$ cat src/rtl/ccff_loader_pkg.sv
// ccff_loader_pkg: shared types and helpers
// for the configuration-chain loader.
package ccff_loader_pkg;

  typedef enum logic [1:0] {
    IDLE  = 2'd0,
    LOAD  = 2'd1,
    SHIFT = 2'd2,
    DONE  = 2'd3
  } state_t;

  function automatic int min_len(
    input int a,
    input int b
  );
    return (a < b) ? a : b;
  endfunction

endpackage

$ cat src/rtl/ccff_piso_shreg.sv
// ccff_piso_shreg: word-wide PISO data register
// plus the serial-in readback register.
module ccff_piso_shreg
  import ccff_loader_pkg::*;
#(
  parameter int WORD_W = 8,
  parameter int PAD_W  = 3
) (
  input  logic              clk,
  input  logic              rst_n,
  input  logic              load,
  input  logic              shift,
  input  logic              capture,
  input  logic [PAD_W-1:0]  pad,
  input  logic [WORD_W-1:0] word,
  input  logic              tail,
  output logic              msb,
  output logic [WORD_W-1:0] rb_word
);

  logic [WORD_W-1:0] data;
  logic [WORD_W-1:0] rb;
  logic [WORD_W-1:0] rb_nx;

  assign rb_nx = {rb[WORD_W-2:0], tail};
  assign msb   = data[WORD_W-1];

  // pad left-aligns a short final word
  always_ff @(posedge clk or negedge rst_n) begin
    if (!rst_n) begin
      data    <= '0;
      rb      <= '0;
      rb_word <= '0;
    end else begin
      if (load) begin
        data <= word;
        rb   <= '0;
      end else if (shift) begin
        data <= data << 1;
        rb   <= rb_nx;
      end
      if (capture) begin
        rb_word <= rb_nx << pad;
      end
    end
  end

endmodule

$ cat src/rtl/ccff_chain_loader.sv
// ccff_chain_loader: serialises host words onto
// the config chain and captures tail readback.
module ccff_chain_loader
  import ccff_loader_pkg::*;
#(
  parameter int CHAIN_LEN = 14,
  parameter int WORD_W    = 8,
  parameter int CNT_W     = $clog2(CHAIN_LEN + 1)
) (
  input  logic              prog_clk,
  input  logic              prog_reset_n,
  input  logic              start,
  input  logic              abort,
  input  logic [WORD_W-1:0] in_data,
  input  logic              in_valid,
  output logic              in_ready,
  output logic              ccff_head,
  input  logic              ccff_tail,
  output logic              chain_shift_en,
  output logic              busy,
  output logic              done,
  output logic [WORD_W-1:0] rb_data,
  output logic              rb_valid
);

  localparam int PAD_W = $clog2(WORD_W);
  localparam logic [CNT_W-1:0] LEN = CNT_W'(CHAIN_LEN);
  localparam logic [CNT_W-1:0] ONE = CNT_W'(1);

  state_t           state;
  state_t           state_nx;
  logic [CNT_W-1:0] bits_left;
  logic [CNT_W-1:0] nshift;
  logic [CNT_W-1:0] take;
  logic [PAD_W-1:0] pad;
  logic             hs;
  logic             shifting;
  logic             last_shift;
  logic             shift_q;
  logic             rb_q;

  assign hs         = (state == LOAD) & in_valid & ~abort;
  assign shifting   = (state == SHIFT) & ~abort;
  assign last_shift = shifting & (nshift == ONE);
  assign take       = CNT_W'(min_len(WORD_W, int'(bits_left)));

  always_ff @(posedge prog_clk or negedge prog_reset_n) begin
    if (!prog_reset_n) begin
      state <= IDLE;
    end else begin
      state <= state_nx;
    end
  end

  always_comb begin
    state_nx = state;
    unique case (state)
      IDLE:  if (start) state_nx = LOAD;
      LOAD: begin
        if (abort)         state_nx = IDLE;
        else if (in_valid) state_nx = SHIFT;
      end
      SHIFT: begin
        if (abort) begin
          state_nx = IDLE;
        end else if (nshift == ONE) begin
          state_nx = (bits_left == ONE) ? DONE : LOAD;
        end
      end
      DONE:  if (start) state_nx = LOAD;
      default: state_nx = IDLE;
    endcase
  end

  always_comb begin
    in_ready = 1'b0;
    busy     = 1'b0;
    done     = 1'b0;
    unique case (1'b1)
      state == LOAD: begin
        in_ready = 1'b1;
        busy     = 1'b1;
      end
      state == SHIFT: busy = 1'b1;
      state == DONE:  done = 1'b1;
      default: ;
    endcase
  end

  always_ff @(posedge prog_clk or negedge prog_reset_n) begin
    if (!prog_reset_n) begin
      bits_left <= '0;
      nshift    <= '0;
      pad       <= '0;
      shift_q   <= 1'b0;
      rb_q      <= 1'b0;
    end else begin
      if ((state == IDLE || state == DONE) && start) begin
        bits_left <= LEN;
      end else if (shifting) begin
        bits_left <= bits_left - ONE;
      end
      if (hs) begin
        nshift <= take;
        pad    <= PAD_W'(WORD_W - int'(take));
      end else if (shifting) begin
        nshift <= nshift - ONE;
      end
      shift_q <= (state_nx == SHIFT);
      rb_q    <= last_shift;
    end
  end

  assign chain_shift_en = shift_q;
  assign rb_valid       = rb_q;

  ccff_piso_shreg #(
    .WORD_W (WORD_W),
    .PAD_W  (PAD_W)
  ) u_shreg (
    .clk     (prog_clk),
    .rst_n   (prog_reset_n),
    .load    (hs),
    .shift   (shifting),
    .capture (last_shift),
    .pad     (pad),
    .word    (in_data),
    .tail    (ccff_tail),
    .msb     (ccff_head),
    .rb_word (rb_data)
  );

endmodule

$ cat config.mk
export PLATFORM = sky130hd
export DESIGN_NAME = ccff_chain_loader
export DESIGN_NICKNAME = d
export VERILOG_FILES = /design/src/rtl/ccff_loader_pkg.sv /design/src/rtl/ccff_piso_shreg.sv /design/src/rtl/ccff_chain_loader.sv
export SDC_FILE = /design/constraint.sdc
export NUM_CORES = 1
export LEC_CHECK = 0
export ABC_AREA = 1
export BUFFER_PORTS_ARGS = -buffer_cell sky130_fd_sc_hd__buf_2
export CORE_ASPECT_RATIO = 1.5
export CORE_MARGIN = 3
export CORE_UTILIZATION = 45
export CTS_CLUSTER_DIAMETER = 150
export DETAILED_ROUTE_END_ITERATION = 10
export GPL_TIMING_DRIVEN = 0
export MAX_ROUTING_LAYER = met4
export SLEW_MARGIN = 0
export SYNTH_ARGS = -nofsm -noshare
export SYNTH_HDL_FRONTEND = slang
export SYNTH_SLANG_ARGS = --single-unit
$ cat constraint.sdc
create_clock -name prog_clk -period 3.32 [get_ports prog_clk]
set_input_delay 0 -clock prog_clk [delete_from_list [all_inputs] [get_ports prog_clk]]
set_output_delay 0 -clock prog_clk [all_outputs]
set_load 0.01 [all_outputs]
==> results.md <==
- Synthesized area per cell: approximately 9 µm²
- Seq/Total Area, Yosys: 0.4640
- Cts repair resizes: 0
- CTS max path bufs: 2
- Psw: a little over 0.0006 W
- Clock Latency Late Sink: around 280 ps
- CTS buffer count: 5
- # diodes: 0
- Final worst-path cycle share: 0.4931
- Final worst setup slack: between 1500 and 2000 ps
- Root buf cell: clkbuf_8
- Switching portion of total power: 0.3804
- DIE HEIGHT: roughly 89 µm
- Register bit total from synthesis: 38
- # DRC: 0
- Drt initial violations: approximately 120
- CTS tree: yes
- Tmin final: roughly 1600 ps
- Fin util: 0.5601
- Setup CP Type: reg -> reg
- Row count: 29
- F_max: 610.9 MHz
- Die area: between 5000 and 6000 µm²
- RSZ-0062 raised after global routing: false
- Fin nets: a little under 300
- GRT Total Usage: 0.1786
- Slew margin rel.: 0.4313
- Via density: between 5 and 6
- Core Area: approximately 4300 µm²
- Worst-path clk slew: about 60 ps
- Unique masters post-synth: 30
- Skew final: 3.929 ps
- Drt wl/cell: between 10 and 15 µm
- Antenna-violating nets left: 0
- Slowest stage cell, crit path: dfrtp_1
- CTS sink count: 38
- Post-synth top flop: dfrtp_1
- Endpoints failing hold: 0
- Post-route setup TNS: 0 ps
- Largest net degree at the start of global routing: 39
- Synth top area cells: dfrtp_1 (46%), nand2_1 (11%), inv_1 (6.4%)
- Grt total ovfl: 0
- Crit-path cells: inv_1, ha_1, inv_1, nor2_2, buf_6, inv_2, nand2_4, inv_1, a21oi_1, a31oi_1
- Top post-synthesis cells by count: nand2_1 (59), dfrtp_1 (38), inv_1 (35)
- Routed vias: approximately 1600
- Multi-input logic area: around 890 µm²
- Initial antenna violation count: 0
- Final max-slew violation count: 0
- CP peak stage delay: between 400 and 500 ps
- Clock group share of total power: 0.180
- Die Wd: ~60 µm
- Clock H-tree levels: 2
- Run status: finished clean
- Final RePlAce weighted congestion: between 0.8 and 0.9
- Comb pwr share: 0.388
- Worst path required time: between 3000 and 4000 ps
- Proportion of layout cells with a drive suffix above 1: 0.2059
- DPL Wire Length: 2996 µm
- WL final: around 4200 µm
- Mapped Cells: 228
- P_int: ~0.001 W
- Pleak: approximately 1.2 nW
- Vias in the first global route: ~1600
- Most used cell, CP: inv_1
- Critical Path Start Type: register
- Initial cell density of the core: 0.4746
- Port bufs: 27
- Hold_buf cts: 10
- Worst-path maximum fanout: 10
- Share of synthesized flip-flops with an asynchronous set or reset: 1.000
- Share of the synthesized area in the top cell type: 0.4640
- FF/Latch Area: 950.9 µm²
- Crit end category: register
- First drt pass iteration count: 4
- Post-CTS Setup Inserts: 0
- Warnings, synthesis: 0
- Area delta synth->final: 18.01%
- Min-delay worst type: in -> reg
- Filler cells: a little over 400
- Worst slew pin tran: ~850 ps
- Number of enable flip-flop cells after synthesis: 0
- VDD IR max: between 400 and 500 µV
- CP arrival: between 1500 and 2000 ps
- Pre-CTS setup slack: ~1700 ps
- Max-cap violation count: 0
- Cell with the most instances after synthesis: nand2_1
- Post-Syn Area: approximately 2000 µm²
- Pwr dens: between 600 and 700 nW/µm²
- First-pass GRT wire length: roughly 7000 µm
- Post-synth top area cell: dfrtp_1
- # setup viols final: 0
- I/O pins: 28
- Synthesized net count: ~250
- Seq pwr share: 0.432
[registers in the layout, summed over array words and instances, names as in the netlist]
register	cells
u_shreg.data	8
rb_valid	1
pad	3
state	2
chain_shift_en	1
bits_left	4
u_shreg.rb_word	8
u_shreg.rb	7
nshift	4
[worst paths after layout]
check | to | start | cells after the start | slack (ps)
worst min-delay path | bits_left[2]$_DFFE_PN0P_ | start | 3 | 70
max in group asynchronous | u_shreg.data[4]$_DFFE_PN0P_ | prog_reset_n | 2 | 2410
worst min register to register | u_shreg.rb_word[1]$_DFFE_PN0P_ | u_shreg.rb_word[1]$_DFFE_PN0P_ | 2 | 480
worst max-delay path | nshift[2]$_DFFE_PN0P_ | state[0]$_DFF_PN0_ | 10 | 1680
min in group asynchronous | u_shreg.rb_word[1]$_DFFE_PN0P_ | prog_reset_n | 2 | 380
worst max register to register | nshift[2]$_DFFE_PN0P_ | state[0]$_DFF_PN0_ | 10 | 1680
[critical path: cells and delay by family, from the launching register on]
kind	cells	cell delay, ps
flops	1	430
compound gates	2	210
simple gates	2	220
buf+inv	5	490
fa+ha+maj	1	150
[kinds of logic after synthesis]
logic type,synth area share
AO/OA/AOI/OAI,0.1581
AND/OR/NAND/NOR,0.2112
flip-flops,0.4640
buffers and inverters,0.1013
adder cells (fa/ha/maj),0.06105
XOR/XNOR,0.004274
[power by group through the flow]
| stage | logic, W | registers [W] | clock network (W) |
|---|---|---|---|
| floorplan | 0.000457 | 0.000694 | 0 |
| global placement | 0.000615 | 0.000701 | 0 |
| detailed placement | 0.000619 | 0.000704 | 0 |
| CTS | 0.000631 | 0.000695 | 0.000302 |
| global route | 0.000714 | 0.000712 | 0.000329 |
| finish | 0.000623 | 0.000695 | 0.000290 |
[placed cells by master, fill, tap and decap left out, types with 3 or more instances in the layout]
| master | netlist | layout |
|---|---|---|
| o21ai_1 | 3 | 3 |
| dfrtp_1 | 38 | 38 |
| buf_6 | 5 | 5 |
| ha_1 | 10 | 10 |
| o21ai_0 | 13 | 13 |
| inv_1 | 35 | 35 |
| o22ai_1 | 5 | 5 |
| buf_2 | 1 | 28 |
| o211ai_2 | 3 | 3 |
| clkbuf_8 | 0 | 5 |
| o211ai_1 | 8 | 8 |
| dlygate4sd3_1 | 0 | 10 |
| o221ai_1 | 9 | 9 |
| nor2_1 | 3 | 3 |
| nand3_1 | 14 | 14 |
| nand2_1 | 59 | 59 |
[layout make-up]
type / instances / share of cell area
Timing Repair Buffer: 37 / 0.09726
Multi-Input combinational cell: 146 / 0.3683
Clock buffer: 7 / 0.03156
Inverter: 37 / 0.05742
Sequential cell: 38 / 0.3932
Tap cell: 46 / 0.02380
Buffer: 7 / 0.02845
[through the flow]
| step | instances | area [µm²] | power, W | hold slack (ps) |
|---|---|---|---|---|
| global route | 318 | 2419 | 0.001755 | 79.11 |
| finish | 318 | 2419 | 0.001609 | 67.86 |
| detailed placement | 301 | 2242 | 0.001323 | 165.1 |
| CTS | 318 | 2419 | 0.001628 | 62.02 |
| floorplan | 228 | 2049 | 0.001151 | -295.6 |
| global placement | 301 | 2242 | 0.001316 | 162.3 |
[metal layers]
metal / share of wire / GRT usage / vias to the layer above
li1: - / - / 841
met1: 0.45 / 0.2239 / 736
met2: 0.51 / 0.2823 / 30
met3: 0.031 / 0.04380 / 4
met4: 0.012 / 0.05128 / 0
met5: 0 / - / -
Note: power is estimated with default switching activity, not from simulation.
